**src/rtl/hood_pkg.sv**
```systemverilog
// Shared hood-panel definitions: hold-state encoding and default timing constants
// (100 MHz clock), also used by the mode controller.
package hood_pkg;

  typedef enum logic [1:0] {
    IDLE      = 2'd0,
    HELD      = 2'd1,
    LONG_HELD = 2'd2
  } hold_state_e;

  localparam int unsigned DEF_DEBOUNCE_CYCLES   = 2_000_000;
  localparam int unsigned DEF_LONG_PRESS_CYCLES = 300_000_000;
  localparam int unsigned DEF_REPEAT_CYCLES     = 20_000_000;

  // Width needed to hold 0..max_val, never narrower than one bit.
  function automatic int unsigned cnt_width(input int unsigned max_val);
    return (max_val < 1) ? 1 : $clog2(max_val + 1);
  endfunction

endpackage

```
**src/rtl/button_conditioner_btn_channel.sv**
```systemverilog
// One button channel: 2-flop synchroniser, debounce counter and hold FSM.
// Auto-repeat logic is present only when BTN_AUTOREPEAT_EN is defined.
module btn_channel
  import hood_pkg::*;
#(
  parameter int unsigned DEBOUNCE_CYCLES   = DEF_DEBOUNCE_CYCLES,
  parameter int unsigned LONG_PRESS_CYCLES = DEF_LONG_PRESS_CYCLES,
  parameter int unsigned REPEAT_CYCLES     = DEF_REPEAT_CYCLES
) (
  input  logic clk_i,
  input  logic reset_i,
  input  logic raw_i,
  output logic level_o,
  output logic press_o,
  output logic release_o,
  output logic long_o,
  output logic repeat_o
);

  localparam int unsigned DW = cnt_width(DEBOUNCE_CYCLES - 1);
  localparam int unsigned HW = cnt_width(LONG_PRESS_CYCLES - 1);
  localparam logic [DW-1:0] DB_LAST   = DW'(DEBOUNCE_CYCLES - 1);
  localparam logic [HW-1:0] HOLD_LAST = HW'(LONG_PRESS_CYCLES - 1);

  logic          s1_q, s2_q;
  logic          level_q, level_d;
  logic [DW-1:0] db_cnt_q, db_cnt_d;
  logic          toggle;
  hold_state_e   state_q, state_d;
  logic [HW-1:0] hold_cnt_q, hold_cnt_d;
  logic          press_q, press_d;
  logic          release_q, release_d;
  logic          long_q, long_d;

  // Any cycle where the synchronised input agrees with the level restarts the count.
  always_comb begin
    level_d  = level_q;
    db_cnt_d = '0;
    toggle   = 1'b0;
    if (s2_q != level_q) begin
      if (db_cnt_q == DB_LAST) begin
        toggle  = 1'b1;
        level_d = ~level_q;
      end else begin
        db_cnt_d = db_cnt_q + 1'b1;
      end
    end
  end

  always_comb begin
    state_d    = state_q;
    hold_cnt_d = hold_cnt_q;
    press_d    = 1'b0;
    release_d  = 1'b0;
    long_d     = 1'b0;
    case (state_q)
      IDLE: begin
        if (toggle && !level_q) begin
          state_d    = HELD;
          press_d    = 1'b1;
          hold_cnt_d = '0;
        end
      end
      HELD: begin
        // A fall takes precedence over the long-press threshold.
        if (toggle) begin
          state_d    = IDLE;
          release_d  = 1'b1;
          hold_cnt_d = '0;
        end else if (hold_cnt_q == HOLD_LAST) begin
          state_d    = LONG_HELD;
          long_d     = 1'b1;
          hold_cnt_d = '0;
        end else begin
          hold_cnt_d = hold_cnt_q + 1'b1;
        end
      end
      LONG_HELD: begin
        if (toggle) begin
          state_d   = IDLE;
          release_d = 1'b1;
        end
      end
      default: state_d = IDLE;
    endcase
  end

  always_ff @(posedge clk_i) begin
    if (reset_i) begin
      s1_q       <= 1'b0;
      s2_q       <= 1'b0;
      level_q    <= 1'b0;
      db_cnt_q   <= '0;
      state_q    <= IDLE;
      hold_cnt_q <= '0;
      press_q    <= 1'b0;
      release_q  <= 1'b0;
      long_q     <= 1'b0;
    end else begin
      s1_q       <= raw_i;
      s2_q       <= s1_q;
      level_q    <= level_d;
      db_cnt_q   <= db_cnt_d;
      state_q    <= state_d;
      hold_cnt_q <= hold_cnt_d;
      press_q    <= press_d;
      release_q  <= release_d;
      long_q     <= long_d;
    end
  end

`ifdef BTN_AUTOREPEAT_EN
  localparam int unsigned RW = cnt_width(REPEAT_CYCLES - 1);
  localparam logic [RW-1:0] REP_LAST = RW'(REPEAT_CYCLES - 1);

  logic [RW-1:0] rep_cnt_q, rep_cnt_d;
  logic          repeat_q, repeat_d;

  // Counter sits at zero outside LONG_HELD, so it starts fresh on every long press.
  always_comb begin
    rep_cnt_d = '0;
    repeat_d  = 1'b0;
    if (state_q == LONG_HELD && !toggle) begin
      if (rep_cnt_q == REP_LAST) begin
        repeat_d = 1'b1;
      end else begin
        rep_cnt_d = rep_cnt_q + 1'b1;
      end
    end
  end

  always_ff @(posedge clk_i) begin
    if (reset_i) begin
      rep_cnt_q <= '0;
      repeat_q  <= 1'b0;
    end else begin
      rep_cnt_q <= rep_cnt_d;
      repeat_q  <= repeat_d;
    end
  end

  assign repeat_o = repeat_q;
`else
  assign repeat_o = 1'b0;
`endif

  assign level_o   = level_q;
  assign press_o   = press_q;
  assign release_o = release_q;
  assign long_o    = long_q;

endmodule

```
**src/rtl/button_conditioner.sv**
```systemverilog
// Hood-panel button front end: N_BTN independent btn_channel instances.
// Define BTN_AUTOREPEAT_EN to build the auto-repeat outputs.
module button_conditioner
  import hood_pkg::*;
#(
  parameter int unsigned N_BTN             = 7,
  parameter int unsigned DEBOUNCE_CYCLES   = DEF_DEBOUNCE_CYCLES,
  parameter int unsigned LONG_PRESS_CYCLES = DEF_LONG_PRESS_CYCLES,
  parameter int unsigned REPEAT_CYCLES     = DEF_REPEAT_CYCLES
) (
  input  logic             clk,
  input  logic             reset,
  input  logic [N_BTN-1:0] btn_raw,
  output logic [N_BTN-1:0] btn_level,
  output logic [N_BTN-1:0] btn_press,
  output logic [N_BTN-1:0] btn_release,
  output logic [N_BTN-1:0] btn_long,
  output logic [N_BTN-1:0] btn_repeat
);

  for (genvar i = 0; i < N_BTN; i++) begin : g_ch
    btn_channel #(
      .DEBOUNCE_CYCLES  (DEBOUNCE_CYCLES),
      .LONG_PRESS_CYCLES(LONG_PRESS_CYCLES),
      .REPEAT_CYCLES    (REPEAT_CYCLES)
    ) u_ch (
      .clk_i    (clk),
      .reset_i  (reset),
      .raw_i    (btn_raw[i]),
      .level_o  (btn_level[i]),
      .press_o  (btn_press[i]),
      .release_o(btn_release[i]),
      .long_o   (btn_long[i]),
      .repeat_o (btn_repeat[i])
    );
  end

endmodule
```
**config.mk**
```make
export PLATFORM = sky130hd
export DESIGN_NAME = button_conditioner
export DESIGN_NICKNAME = d
export VERILOG_FILES = /design/src/rtl/hood_pkg.sv /design/src/rtl/button_conditioner_btn_channel.sv /design/src/rtl/button_conditioner.sv
export SDC_FILE = /design/constraint.sdc
export NUM_CORES = 1
export LEC_CHECK = 0
export BUFFER_PORTS_ARGS = -buffer_cell sky130_fd_sc_hd__buf_2
export CAP_MARGIN = 20
export CORE_UTILIZATION = 40
export CTS_CLUSTER_SIZE = 20
export DETAILED_ROUTE_END_ITERATION = 8
export PLACE_DENSITY_LB_ADDON = 0.15
export REMOVE_ABC_BUFFERS = 1
export SETUP_SLACK_MARGIN = 0.2
export SYNTH_ARGS = -nofsm -noshare
export SYNTH_HDL_FRONTEND = slang
export SYNTH_SLANG_ARGS = --single-unit
export TNS_END_PERCENT = 10
```
**constraint.sdc**
```tcl
create_clock -name clk -period 2.4 [get_ports clk]
set_clock_uncertainty 0.15 [all_clocks]
set_input_delay 0.24 -clock clk [delete_from_list [all_inputs] [get_ports clk]]
set_output_delay 0.24 -clock clk [all_outputs]
set_load 0.005 [all_outputs]
```
==> results of run 1 <==
-- final timing paths --
path / slack [ps] / from / to / cells past startpoint
setup reg to reg: -160 / g_ch[5].u_ch.hold_cnt_q[20] / g_ch[5].u_ch.state_q[1] / 7
setup / recovery: -160 / g_ch[5].u_ch.hold_cnt_q[20] / g_ch[5].u_ch.state_q[1] / 7
hold / removal: 70 / reset / g_ch[2].u_ch.hold_cnt_q[1] / 3
hold reg to reg: 270 / g_ch[2].u_ch.s1_q / g_ch[2].u_ch.s2_q / 1
-- per-stage QoR --
step           hold slack, ps  power, W  cells
2_1_floorplan             159   0.00699   2483
3_5_place_dp              275   0.00712   3607
3_3_place_gp              269   0.00712   3606
4_1_cts                  35.5    0.0149   3711
6_report                 68.8    0.0147   3712
5_1_grt                  56.3    0.0152   3712
-- power by group through the flow --
stage          registers (W)  clock network (W)   logic, W
2_1_floorplan        0.00691                  0  0.0000798
3_3_place_gp         0.00691                  0   0.000206
3_5_place_dp         0.00691                  0   0.000209
4_1_cts              0.00676            0.00792   0.000230
5_1_grt              0.00676            0.00819   0.000251
6_report             0.00676            0.00767   0.000229
-- cells in the mapped netlist, types with 9 or more instances --
cell type                  number  area, um2
sky130_fd_sc_hd__a211oi_1       9       67.6
sky130_fd_sc_hd__or3_1         54        338
sky130_fd_sc_hd__nor4_1        37        231
sky130_fd_sc_hd__nand2b_1      14       87.6
sky130_fd_sc_hd__a21oi_1      101        505
sky130_fd_sc_hd__nand4b_1      13        114
sky130_fd_sc_hd__nor4b_1       27        236
sky130_fd_sc_hd__o31ai_1       26        195
sky130_fd_sc_hd__nor4bb_1      11        110
sky130_fd_sc_hd__o21ai_0       91        455
sky130_fd_sc_hd__nand3b_1      20        150
sky130_fd_sc_hd__a22o_1        16        140
sky130_fd_sc_hd__xor2_1        82        718
sky130_fd_sc_hd__o2bb2a_1      22        220
sky130_fd_sc_hd__nor3b_1       11       82.6
sky130_fd_sc_hd__a31oi_1       57        357
sky130_fd_sc_hd__nor3_1        83        415
sky130_fd_sc_hd__o41ai_1       12        105
sky130_fd_sc_hd__xnor2_1       51        447
sky130_fd_sc_hd__nand3_1      180        901
sky130_fd_sc_hd__nor2b_1       35        219
sky130_fd_sc_hd__and3_1        74        463
sky130_fd_sc_hd__and4_1        35        307
sky130_fd_sc_hd__ha_1          35        438
sky130_fd_sc_hd__a21o_1        15        113
sky130_fd_sc_hd__nor2_1       264        991
sky130_fd_sc_hd__o22ai_1        9       56.3
sky130_fd_sc_hd__inv_1         64        240
sky130_fd_sc_hd__dfxtp_1      406       8130
sky130_fd_sc_hd__or2_2         17        106
sky130_fd_sc_hd__or4_1         47        353
sky130_fd_sc_hd__and2_1        44        275
sky130_fd_sc_hd__buf_4         36        270
sky130_fd_sc_hd__a22oi_1       16        120
sky130_fd_sc_hd__nand4_1       96        601
sky130_fd_sc_hd__nand2_1      275       1030
sky130_fd_sc_hd__clkbuf_1      94        353
-- layout make-up --
type                            instances  area share, %
Clock inverter                         21           1.04
Timing Repair Buffer                  459           12.9
Sequential cell                       406           29.8
Multi-Input combinational cell       2015           47.2
Inverter                               64          0.878
Clock buffer                           67           5.06
Tap cell                              680           3.11
-- worst min-delay path, stage by stage --
cell	delay, ps
sky130_fd_sc_hd__buf_6	180
sky130_fd_sc_hd__buf_4	220
sky130_fd_sc_hd__a21oi_1	120
-- routing by layer --
metal / global-route usage [%] / wire [um] / part of all wire [%]
met1: 27.6 / 26800 / 48
met2: 34.5 / 25900 / 46
met3: 3.02 / 2230 / 4.0
met4: 6.39 / 1250 / 2.2
met5: 0 / 0 / 0
-- cells by family after synthesis --
group / count (synthesis)
other: 1
muxes: 9
buffers and inverters: 199
and+or+nand+nor: 1368
AOI/OAI and AO/OA: 461
xor gates and xnor gates: 133
adders and majority gates: 35
DFF: 406
-- what timing repair did --
item / 4_1_cts / 5_1_grt
hold endpoints to repair: 7 / 0
gates resized for setup: 208 / 16
setup buffers: 7 / 1
cloned: 2 / 0
setup endpoints to repair: 238 / 299
hold buffers: 7 / 0
pin swaps: 107 / 7
==> load_flow_metrics.sql, run 1 <==
INSERT INTO impl_metrics (metric_group, metric, value, unit) VALUES
('pwr', 'power.density', '536', 'nW/um2'),
('setup_path', 'crit_path_top_delay_cell', 'sky130_fd_sc_hd__or4_4', ''),
('synthesis', 'postSynthCellCount', '2612', ''),
('pwr', 'netSwitchingFraction', '21.5', '%'),
('layout', 'largest_reg_flops', '203', ''),
('pwr', 'vdd.ir_drop.worst', '0.450', 'mV'),
('route', 'first_pass_iters', '6', ''),
('synthesis', 'ys_types', '84', ''),
('outcome', 'status', 'finished with violations', ''),
('synthesis', 'synth_area', '21200', 'um2'),
('layout', 'most-common-layout-cells', '392 x sky130_fd_sc_hd__buf_4, 383 x sky130_fd_sc_hd__dfxtp_1, 271 x sky130_fd_sc_hd__nand2_1', ''),
('timing', 'final_max_slew_viol_count', '0', ''),
('synthesis', 'post_synth_fa_ha_maj_area_fraction', '2.07', '%'),
('pwr', 'total_switching_power', '0.00316', 'W'),
('setup_path', 'cp.buffers_inverters', '1', ''),
('timing', 'finalHoldViolations', '0', ''),
('timing', 'worst_slew_margin_rel', '58.5', '%'),
('clock_network', 'clk_transition_reported_paths', '60', 'ps'),
('timing', 'setup_ws', '-165', 'ps'),
('layout', 'multi_input_area', '12900', 'um2'),
('layout', 'final_common_cell', 'sky130_fd_sc_hd__buf_4', ''),
('layout', 'final_cell_area', '27400', 'um2'),
('setup_path', 'critPathArrivalTime', '2870', 'ps'),
('floorplanning', 'row_count', '83', ''),
('grt', 'grt_use_total', '20.8', '%'),
('route', 'ant_nets', '0', ''),
('setup_path', 'timing.setup.critical_path_class', 'reg -> reg', ''),
('route', 'viasPerCell', '5.57', ''),
('timing', 'finalSetupViolations', '34', ''),
('outcome', 'failed_checks', 'setup timing', ''),
('clock_network', 'cts.sink_count', '406', ''),
('grt', 'pin_count_of_the_biggest_net_entering_global_routing', '37', ''),
('synthesis', 'synth_xor_xnor_area_share', '5.51', '%'),
('clock_network', 'cts-htree-levels', '2', ''),
('floorplanning', 'ioPinCount', '44', ''),
('clock_network', 'worstSkewPairLatency', '590', 'ps'),
('setup_path', 'crit_path_max_delay_family', 'simple AND/OR/NAND/NOR gates', ''),
('pwr', 'comb_power_share', '1.6', '%'),
('layout', 'ratio_of_cells_with_drive_above_1_in_the_final_layout', '23.5', '%'),
('route', 'route.detailed.drc', '0', ''),
('worst_hold_path', 'worst_hold_path_type', 'in -> reg', ''),
('pwr', 'power.sequential.fraction', '46.1', '%'),
('layout', 'design.final.nets', '3039', ''),
('setup_path', 'biggest_fanout_along_the_worst_timing_path', '6', ''),
('timing', 'rsz0062_at_grt', 'true', ''),
('layout', 'finish.utilization', '52.8', '%'),
('timing', 'period_share', '107', '%'),
('floorplanning', 'die-width', '232', 'um'),
('place', 'routability_congestion_estimate_from_global_placement', '0.874', ''),
('grt', 'antenna_found_initial', '0', ''),
('layout', 'largest-register', 'g_ch.u_ch.hold_cnt_q', ''),
('grt', 'first_global_vias', '20200', ''),
('synthesis', 'synth_mux_area_share', '0.438', '%'),
('route', 'via_count', '20700', ''),
('route', 'wirelength', '56100', 'um'),
('synthesis', 'synth_top_family_by_area', 'simple AND/OR/NAND/NOR gates', ''),
('clock_network', 'cts_bufs_inserted', '49', ''),
('clock_network', 'clockRootBuffer', 'sky130_fd_sc_hd__clkbuf_16', ''),
('timing', 'max_slew.worst_pin.slew', '620', 'ps'),
('pwr', 'p_int', '0.0115', 'W'),
('synthesis', 'synth.avg_cell_area', '8.10', 'um2'),
('synthesis', 'sequential_share_of_the_synthesized_area', '38.4', '%'),
('pwr', 'power.clock.fraction', '52.3', '%'),
('place', 'detailed_place.area', '24700', 'um2'),
('synthesis', 'ys_dominant_reg_cell', 'sky130_fd_sc_hd__dfxtp_1', ''),
('floorplanning', 'initial_core_util', '40.8', '%'),
('place', 'post_dp_hpwl', '39100', 'um'),
('place', 'numPortBuffers', '36', ''),
('synthesis', 'synth-seq-cells', '406', ''),
('layout', 'area_delta_synth_final', '29.4', '%'),
('setup_path', 'cp-end-kind', 'flop', '');
(Power assumes the default switching activity.)
==> inputs of run 2 (changes only) <==
--- a/config.mk
+++ b/config.mk
@@ -7,6 +7,7 @@
 export LEC_CHECK = 0
 export BUFFER_PORTS_ARGS = -buffer_cell sky130_fd_sc_hd__buf_2
 export CAP_MARGIN = 20
+export CORE_ASPECT_RATIO = 0.7
 export CORE_UTILIZATION = 40
 export CTS_CLUSTER_SIZE = 20
 export DETAILED_ROUTE_END_ITERATION = 8
==> run 2 against run 1 <==
  * The run still ends with setup timing left
  * Global-route usage decreased by 0.21 points
  * Routed wire length rose by 2.2%
  * Die area is essentially flat
  * Flip-flop and latch count did not move
  * Core utilization decreased by 0.37 points
  * First-iteration DRC count is 12% higher
  * Maximum frequency rose by 1.2%
  * Critical endpoint is now g_ch[5].u_ch.hold_cnt_q[6]
  * Largest cell class unchanged
  * Largest power group is now sequential cells
==> load_flow_metrics.sql, run 2 (same netlist as run 1, synthesis figures left out) <==
INSERT INTO impl_metrics (metric_group, metric, value, unit) VALUES
('outcome', 'status', 'finished with violations', ''),
('clock_network', 'clk_transition_reported_paths', '60', 'ps'),
('layout', 'largest_reg_flops', '203', ''),
('layout', 'diodes', '0', ''),
('layout', 'area_delta_synth_final', '29.4', '%'),
('layout', 'biggestRegsByFlops', 'g_ch.u_ch.hold_cnt_q x203, g_ch.u_ch.db_cnt_q x147, g_ch.u_ch.state_q x14', ''),
('pwr', 'power.clock.fraction', '48.8', '%'),
('layout', 'final_common_cell', 'sky130_fd_sc_hd__dfxtp_1', ''),
('layout', 'finish.utilization', '52.5', '%'),
('clock_network', 'cts-root-to-sink-buffers', '3', ''),
('setup_path', 'crit_path_start', 'g_ch[5].u_ch.hold_cnt_q[12]', ''),
('timing', 'finalSetupViolations', '41', ''),
('setup_path', 'reg2reg_from', 'g_ch[5].u_ch.hold_cnt_q[12]', ''),
('pwr', 'leakagePower', '9.49', 'nW'),
('worst_hold_path', 'worstHoldStart', 'btn_raw[0]', ''),
('setup_path', 'biggest_fanout_along_the_worst_timing_path', '7', ''),
('timing', 'setup_ws', '-134', 'ps'),
('timing', 'max_slew.worst_pin.slew', '668', 'ps'),
('timing', 'worst_slew_margin_rel', '55.3', '%'),
('timing', 'hold_ws', '266', 'ps'),
('timing', 'fin_tns_setup', '-2460', 'ps'),
('layout', 'largest-register', 'g_ch.u_ch.hold_cnt_q', ''),
('setup_path', 'cp_data_required_time', '2700', 'ps'),
('route', 'first_pass_iters', '8', ''),
('grt', 'grt_use_total', '20.5', '%'),
('grt', 'first_global_vias', '19000', ''),
('timing', 'rsz0062_at_grt', 'true', ''),
('layout', 'filler_cell_count', '4906', ''),
('pwr', 'netSwitchingFraction', '21.9', '%'),
('place', 'detailed_place.area', '24300', 'um2'),
('floorplanning', 'initial_core_util', '40.5', '%'),
('layout', 'final_cell_area', '27400', 'um2'),
('pwr', 'power.sequential.fraction', '49.4', '%'),
('clock_network', 'worstSkewPairLatency', '570', 'ps'),
('pwr', 'comb_power_share', '1.8', '%'),
('setup_path', 'timing.setup.critical_path_class', 'reg -> reg', ''),
('grt', 'antenna_found_initial', '0', ''),
('route', 'wirelength', '57300', 'um'),
('floorplanning', 'row_count', '70', ''),
('place', 'post_dp_hpwl', '39800', 'um'),
('floorplanning', 'ioPinCount', '44', ''),
('grt', 'pin_count_of_the_biggest_net_entering_global_routing', '48', ''),
('route', 'ant_nets', '0', ''),
('pwr', 'vdd.ir_drop.worst', '0.508', 'mV'),
('pwr', 'power.density', '500', 'nW/um2'),
('place', 'numPortBuffers', '36', ''),
('floorplanning', 'core_outline_area', '52200', 'um2'),
('floorplanning', 'fp.dieH', '194', 'um'),
('timing', 'final_period_minus_worst_setup_slack', '2530', 'ps'),
('grt', 'grt_first_pass_wirelength', '94700', 'um'),
('route', 'route.detailed.drc', '0', ''),
('worst_hold_path', 'worst_hold_path_type', 'in -> reg', ''),
('route', 'viasPerCell', '5.61', ''),
('setup_path', 'worst_setup_path_start_kind', 'flop', ''),
('clock_network', 'cts-htree-levels', '2', ''),
('grt', 'gr-total-overflow', '0', ''),
('pwr', 'p_int', '0.0107', 'W'),
('clock_network', 'clockRootBuffer', 'sky130_fd_sc_hd__clkbuf_16', ''),
('place', 'routability_congestion_estimate_from_global_placement', '0.883', ''),
('run', 'maxCapViolations', '0', ''),
('floorplanning', 'die-width', '277', 'um'),
('floorplanning', 'floorplan.die_area', '53800', 'um2'),
('layout', 'design.final.nets', '2988', ''),
('setup_path', 'cp-end-kind', 'flop', ''),
('route', 'drt_iter0_markers', '1382', ''),
('timing', 'final_max_slew_viol_count', '0', ''),
('clock_network', 'cts_bufs_inserted', '45', ''),
('clock_network', 'cts.sink_count', '406', ''),
('route', 'via_count', '20500', ''),
('timing', 'achievable-frequency', '395', 'MHz'),
('outcome', 'failed_checks', 'setup timing', ''),
('layout', 'ratio_of_cells_with_drive_above_1_in_the_final_layout', '25.1', '%'),
('pwr', 'total_switching_power', '0.00300', 'W'),
('timing', 'period_share', '106', '%'),
('layout', 'most-common-layout-cells', '371 x sky130_fd_sc_hd__dfxtp_1, 321 x sky130_fd_sc_hd__buf_4, 265 x sky130_fd_sc_hd__nand2_1', ''),
('setup_path', 'critPathArrivalTime', '2840', 'ps'),
('route', 'wl_cell', '15.7', 'um'),
('clock_network', 'cts_tree', 'built', ''),
('timing', 'finalHoldViolations', '0', '');
[run 2: changes by cell type in the layout (fill, tap and decap cells not counted), moves of 7 or more]
cell / change
sky130_fd_sc_hd__o21ai_0: -9
sky130_fd_sc_hd__buf_4: -71
sky130_fd_sc_hd__dfxtp_1: -12
sky130_fd_sc_hd__o31ai_2: +8
sky130_fd_sc_hd__buf_6: +22
sky130_fd_sc_hd__nor4_1: -7
sky130_fd_sc_hd__dfxtp_2: +10
sky130_fd_sc_hd__o21ai_2: +10
[run 2: repair_timing]
item	in CTS	in global routing
setup endpoints to repair	216	275
pin swaps	126	116
endpoints found under the hold margin	13	0
buffers inserted	6	2
gates cloned	1	0
hold buffers	8	0
resized for setup	192	187
[run 2: routing by layer]
layer	vias up	track usage [%]	wire [um]
met2	409	30.7	24700
met1	9817	30.5	29000
li1	10200	-	-
met3	68	3.08	2680
met4	0	5.37	973
met5	-	0	0
[run 2: path summary, 6_finish.rpt]
path                                                    to  slack, ps  cells after the start
worst max-delay path            g_ch[5].u_ch.hold_cnt_q[6]       -130                      7
worst min-delay path                     g_ch[0].u_ch.s1_q        270                      3
worst max register to register  g_ch[5].u_ch.hold_cnt_q[6]       -130                      7
worst min register to register    g_ch[4].u_ch.db_cnt_q[0]        280                      1
[run 2: layout make-up]
| class | count | area [um2] | area share, % |
|---|---|---|---|
| Clock inverter | 10 | 75.1 | 0.274 |
| Clock buffer | 68 | 1310 | 4.79 |
| Multi-Input combinational cell | 2014 | 13400 | 49.1 |
| Timing Repair Buffer | 413 | 3280 | 12.0 |
| Sequential cell | 406 | 8180 | 29.9 |
| Tap cell | 684 | 856 | 3.13 |
| Inverter | 64 | 240 | 0.877 |
[run 2: worst max-delay path: stages (launching register included)]
cell,delay (ps)
sky130_fd_sc_hd__dfxtp_2,320
sky130_fd_sc_hd__or4b_1,520
sky130_fd_sc_hd__or4_4,540
sky130_fd_sc_hd__or3_4,420
sky130_fd_sc_hd__buf_6,140
sky130_fd_sc_hd__nand3_2,60
sky130_fd_sc_hd__o22ai_1,50
sky130_fd_sc_hd__a32o_1,220
[run 2: metrics by stage]
step	total power [W]	cells	worst slack [ps]
after global placement	0.00712	3564	-245
after detailed placement	0.00713	3564	-326
after floorplan	0.00699	2483	-592
after CTS	0.0139	3657	-154
after global routing	0.0142	3659	-201
final	0.0137	3659	-134
[run 2: power by group through the flow]
| stage | logic (W) | clock network, W | registers, W |
|---|---|---|---|
| CTS | 0.000232 | 0.00690 | 0.00676 |
| detailed placement | 0.000215 | 0 | 0.00691 |
| global placement | 0.000212 | 0 | 0.00691 |
| finish | 0.000244 | 0.00668 | 0.00676 |
| global route | 0.000266 | 0.00716 | 0.00676 |
| floorplan | 0.0000798 | 0 | 0.00691 |
==> inputs of run 3 (changes only) <==
--- a/config.mk
+++ b/config.mk
@@ -5,6 +5,7 @@
 export SDC_FILE = /design/constraint.sdc
 export NUM_CORES = 1
 export LEC_CHECK = 0
+export ABC_AREA = 1
 export BUFFER_PORTS_ARGS = -buffer_cell sky130_fd_sc_hd__buf_2
 export CAP_MARGIN = 20
 export CORE_ASPECT_RATIO = 0.7
==> run 3 against run 2 <==
  * The run now ends clean
  * Worst hold slack worse by 13 ps
  * Highest routed layer unchanged
  * Register-to-register slack better by 480 ps
  * Largest power group is now the clock network
  * Cell area up 0.50%
  * Clock power rose by 12%
  * Critical path depth up 6
==> load_flow_metrics.sql, run 3 <==
INSERT INTO impl_metrics (metric_group, metric, value, unit) VALUES
('route', 'first_pass_iters', '6', ''),
('floorplanning', 'initial_core_util', '40.8', '%'),
('synthesis', 'sequential_share_of_the_synthesized_area', '33.0', '%'),
('synthesis', 'synth_top_cells_by_area', 'sky130_fd_sc_hd__dfxtp_1 33%, sky130_fd_sc_hd__nand2_1 16%, sky130_fd_sc_hd__nor2_1 12%, sky130_fd_sc_hd__inv_1 8.2%, sky130_fd_sc_hd__nand3_1 5.9%', ''),
('pwr', 'leakagePower', '10.4', 'nW'),
('grt', 'pin_count_of_the_biggest_net_entering_global_routing', '57', ''),
('place', 'detailed_place.area', '25600', 'um2'),
('synthesis', 'ys_types', '53', ''),
('place', 'numPortBuffers', '36', ''),
('floorplanning', 'row_count', '75', ''),
('clock_network', 'cts-root-to-sink-buffers', '3', ''),
('synthesis', 'ys_warn_count', '0', ''),
('floorplanning', 'die-width', '298', 'um'),
('layout', 'ratio_of_cells_with_drive_above_1_in_the_final_layout', '6.95', '%'),
('timing', 'finalSetupViolations', '0', ''),
('worst_hold_path', 'hold-path-endpoint', 'g_ch[5].u_ch.s2_q', ''),
('worst_hold_path', 'min_delay_path_depth', '2', ''),
('outcome', 'status', 'complete, no violations', ''),
('place', 'post_dp_hpwl', '45400', 'um'),
('clock_network', 'clockRootBuffer', 'sky130_fd_sc_hd__clkbuf_16', ''),
('layout', 'finish.utilization', '45.6', '%'),
('timing', 'max_slew.worst_pin.slew', '570', 'ps'),
('setup_path', 'reg2reg_from', 'g_ch[4].u_ch.hold_cnt_q[1]', ''),
('pwr', 'power.density', '535', 'nW/um2'),
('setup_path', 'reg2regPathDepth', '13', ''),
('place', 'pre_cts_ws', '224', 'ps'),
('layout', 'final_cell_area', '27500', 'um2'),
('setup_path', 'biggest_fanout_along_the_worst_timing_path', '6', ''),
('grt', 'antenna_found_initial', '0', ''),
('synthesis', 'ys_top_cells_by_count', '1,058 x sky130_fd_sc_hd__nand2_1, 784 x sky130_fd_sc_hd__nor2_1, 537 x sky130_fd_sc_hd__inv_1', ''),
('route', 'wl_cell', '12.7', 'um'),
('route', 'wirelength', '62900', 'um'),
('layout', 'largest-register', 'g_ch.u_ch.hold_cnt_q', ''),
('setup_path', 'timing.rr.end', 'g_ch[4].u_ch.hold_cnt_q[11]', ''),
('layout', 'most-common-layout-cells', '1,050 x sky130_fd_sc_hd__nand2_1, 775 x sky130_fd_sc_hd__nor2_1, 534 x sky130_fd_sc_hd__inv_1', ''),
('timing', 'fin_tns_setup', '0', 'ps'),
('worst_hold_path', 'worst_hold_path_type', 'reg -> reg', ''),
('pwr', 'vdd.ir_drop.worst', '0.444', 'mV'),
('clock_network', 'cts-htree-levels', '2', ''),
('layout', 'final_common_cell', 'sky130_fd_sc_hd__nand2_1', ''),
('floorplanning', 'floorplan.die_area', '62500', 'um2'),
('route', 'drt_iter0_markers', '1758', ''),
('timing', 'period_share', '85.6', '%'),
('timing', 'rsz0062_at_grt', 'true', ''),
('synthesis', 'synth-seq-cells', '406', ''),
('run', 'maxCapViolations', '0', ''),
('grt', 'gr-total-overflow', '0', ''),
('synthesis', 'synth_area', '24600', 'um2'),
('route', 'viasPerCell', '4.83', ''),
('setup_path', 'r2r_slack', '340', 'ps'),
('timing', 'final_period_minus_worst_setup_slack', '2060', 'ps'),
('setup_path', 'cp-end-kind', 'flop', ''),
('synthesis', 'synth_enable_flop_cells', '0', ''),
('layout', 'largest_reg_flops', '203', ''),
('worst_hold_path', 'worstHoldStart', 'g_ch[5].u_ch.s1_q', ''),
('timing', 'setup_ws', '345', 'ps'),
('synthesis', 'ys_async_sr_fraction', '0', '%'),
('route', 'ant_nets', '0', ''),
('layout', 'area_delta_synth_final', '11.8', '%'),
('synthesis', 'synth_top_area_share', '33.0', '%'),
('clock_network', 'worstSkewPairLatency', '570', 'ps'),
('timing', 'worst_slew_margin_rel', '62.0', '%'),
('floorplanning', 'ioPinCount', '44', ''),
('floorplanning', 'core_outline_area', '60300', 'um2'),
('timing', 'finalHoldViolations', '0', ''),
('clock_network', 'cts_bufs_inserted', '45', ''),
('synthesis', 'postSynthCellCount', '4051', ''),
('synthesis', 'synth_most_common_cell', 'sky130_fd_sc_hd__nand2_1', ''),
('clock_network', 'cts.sink_count', '406', ''),
('setup_path', 'cp_data_required_time', '2710', 'ps'),
('clock_network', 'cts_tree', 'built', ''),
('synthesis', 'synth_area_leader_cell', 'sky130_fd_sc_hd__dfxtp_1', ''),
('grt', 'first_global_vias', '21200', ''),
('setup_path', 'worst_setup_path_start_kind', 'flop', ''),
('layout', 'biggestRegsByFlops', 'g_ch.u_ch.hold_cnt_q x203, g_ch.u_ch.db_cnt_q x147, g_ch.u_ch.state_q x14', ''),
('setup_path', 'timing.setup.critical_path_class', 'reg -> reg', ''),
('setup_path', 'critPathArrivalTime', '2370', 'ps'),
('route', 'via_count', '23800', ''),
('timing', 'final_max_slew_viol_count', '0', ''),
('place', 'routability_congestion_estimate_from_global_placement', '0.912', ''),
('route', 'route.detailed.drc', '0', ''),
('layout', 'design.final.nets', '4140', ''),
('grt', 'grt_use_total', '19.9', '%'),
('clock_network', 'clk_transition_reported_paths', '70', 'ps'),
('setup_path', 'crit_path_start', 'g_ch[4].u_ch.hold_cnt_q[1]', ''),
('layout', 'diodes', '0', ''),
('grt', 'grt_first_pass_wirelength', '106000', 'um'),
('timing', 'achievable-frequency', '487', 'MHz'),
('synthesis', 'synth.avg_cell_area', '6.07', 'um2'),
('synthesis', 'ys_dominant_reg_cell', 'sky130_fd_sc_hd__dfxtp_1', ''),
('floorplanning', 'fp.dieH', '210', 'um');
run 3: cell types whose count changed in the layout (fill, tap and decap cells not counted), sizes merged, moves of 55 or more:
cell	before	now
nand2	275	1069
nor2	264	806
inv	64	545
buf	405	115
nand3	180	299
a21oi	101	178
o21ai	97	174
and3	74	2
a31oi	58	3
run 3: per-stage QoR:
stage                     hold slack [ps]  total power [W]  instances
after global placement                244          0.00738       4841
after detailed placement              245          0.00737       4841
final                                 253           0.0147       4936
after floorplan                       159          0.00722       3925
after global routing                  263           0.0153       4936
after CTS                             222           0.0150       4928
run 3: critical path, cell delays in order, from the launching register on:
cell and delay (ps):
sky130_fd_sc_hd__dfxtp_1 380, sky130_fd_sc_hd__ha_1 200, sky130_fd_sc_hd__nand2_1 90, sky130_fd_sc_hd__nor2_2 150, sky130_fd_sc_hd__nand2_1 130, sky130_fd_sc_hd__nor2_1 120
sky130_fd_sc_hd__nand2_1 140, sky130_fd_sc_hd__nand2_1 140, sky130_fd_sc_hd__nor2_4 80, sky130_fd_sc_hd__buf_4 180, sky130_fd_sc_hd__nand2_1 60, sky130_fd_sc_hd__nand2_1 50
sky130_fd_sc_hd__nand2_1 50, sky130_fd_sc_hd__nor2_1 40
run 3: routing by layer:
layer | wire, um | GRT usage, % | up-vias
li1 | - | - | 12800
met1 | 35000 | 32.4 | 10400
met2 | 23000 | 26.7 | 519
met3 | 3830 | 2.92 | 78
met4 | 1070 | 4.33 | 0
met5 | 0 | 0 | -
run 3: worst max-delay path by stage:
stage	endpoint	slack, ps
finish	g_ch[4].u_ch.hold_cnt_q[11]	340
global route	g_ch[5].u_ch.db_cnt_q[20]	150
CTS	g_ch[2].u_ch.hold_cnt_q[19]	200
detailed placement	g_ch[0].u_ch.hold_cnt_q[28]	220
global placement	g_ch[2].u_ch.state_q[1]	260
floorplan	g_ch[3].u_ch.long_o	-870
run 3: power by group:
group,internal [W],switching (W)
combinational,0.000134,0.000286
clock,0.00456,0.00293
sequential,0.00678,0.0000388
run 3: cells by family (layout without fill, tap and decap cells):
group	after synthesis	in the layout	share of synthesized area, %
fa+ha+maj	35	35	1.78
flops	406	406	33.0
buf+inv	680	751	11.6
simple gates	2455	2455	42.2
compound gates	386	386	8.21
xor+xnor	88	88	3.13
other cells	1	7	0.0152
run 3: layout make-up:
cell class                 instances  area [um2]
timing repair inverter             1        7.51
clock inverter                    19         330
multi-input combinational       2971       13800
tap                              808        1010
inverter                         548        2080
clock buffer                      60        1230
fill                            6402       32800
sequential                       406        8130
timing repair buffer             123         943
run 3: repair_timing:
action | in CTS | in global routing
gates resized for setup | 0 | 45
setup endpoints to repair | 0 | 169
endpoints found under the hold margin | 8 | 0
hold buffers | 8 | 0
buffers inserted | 0 | 6
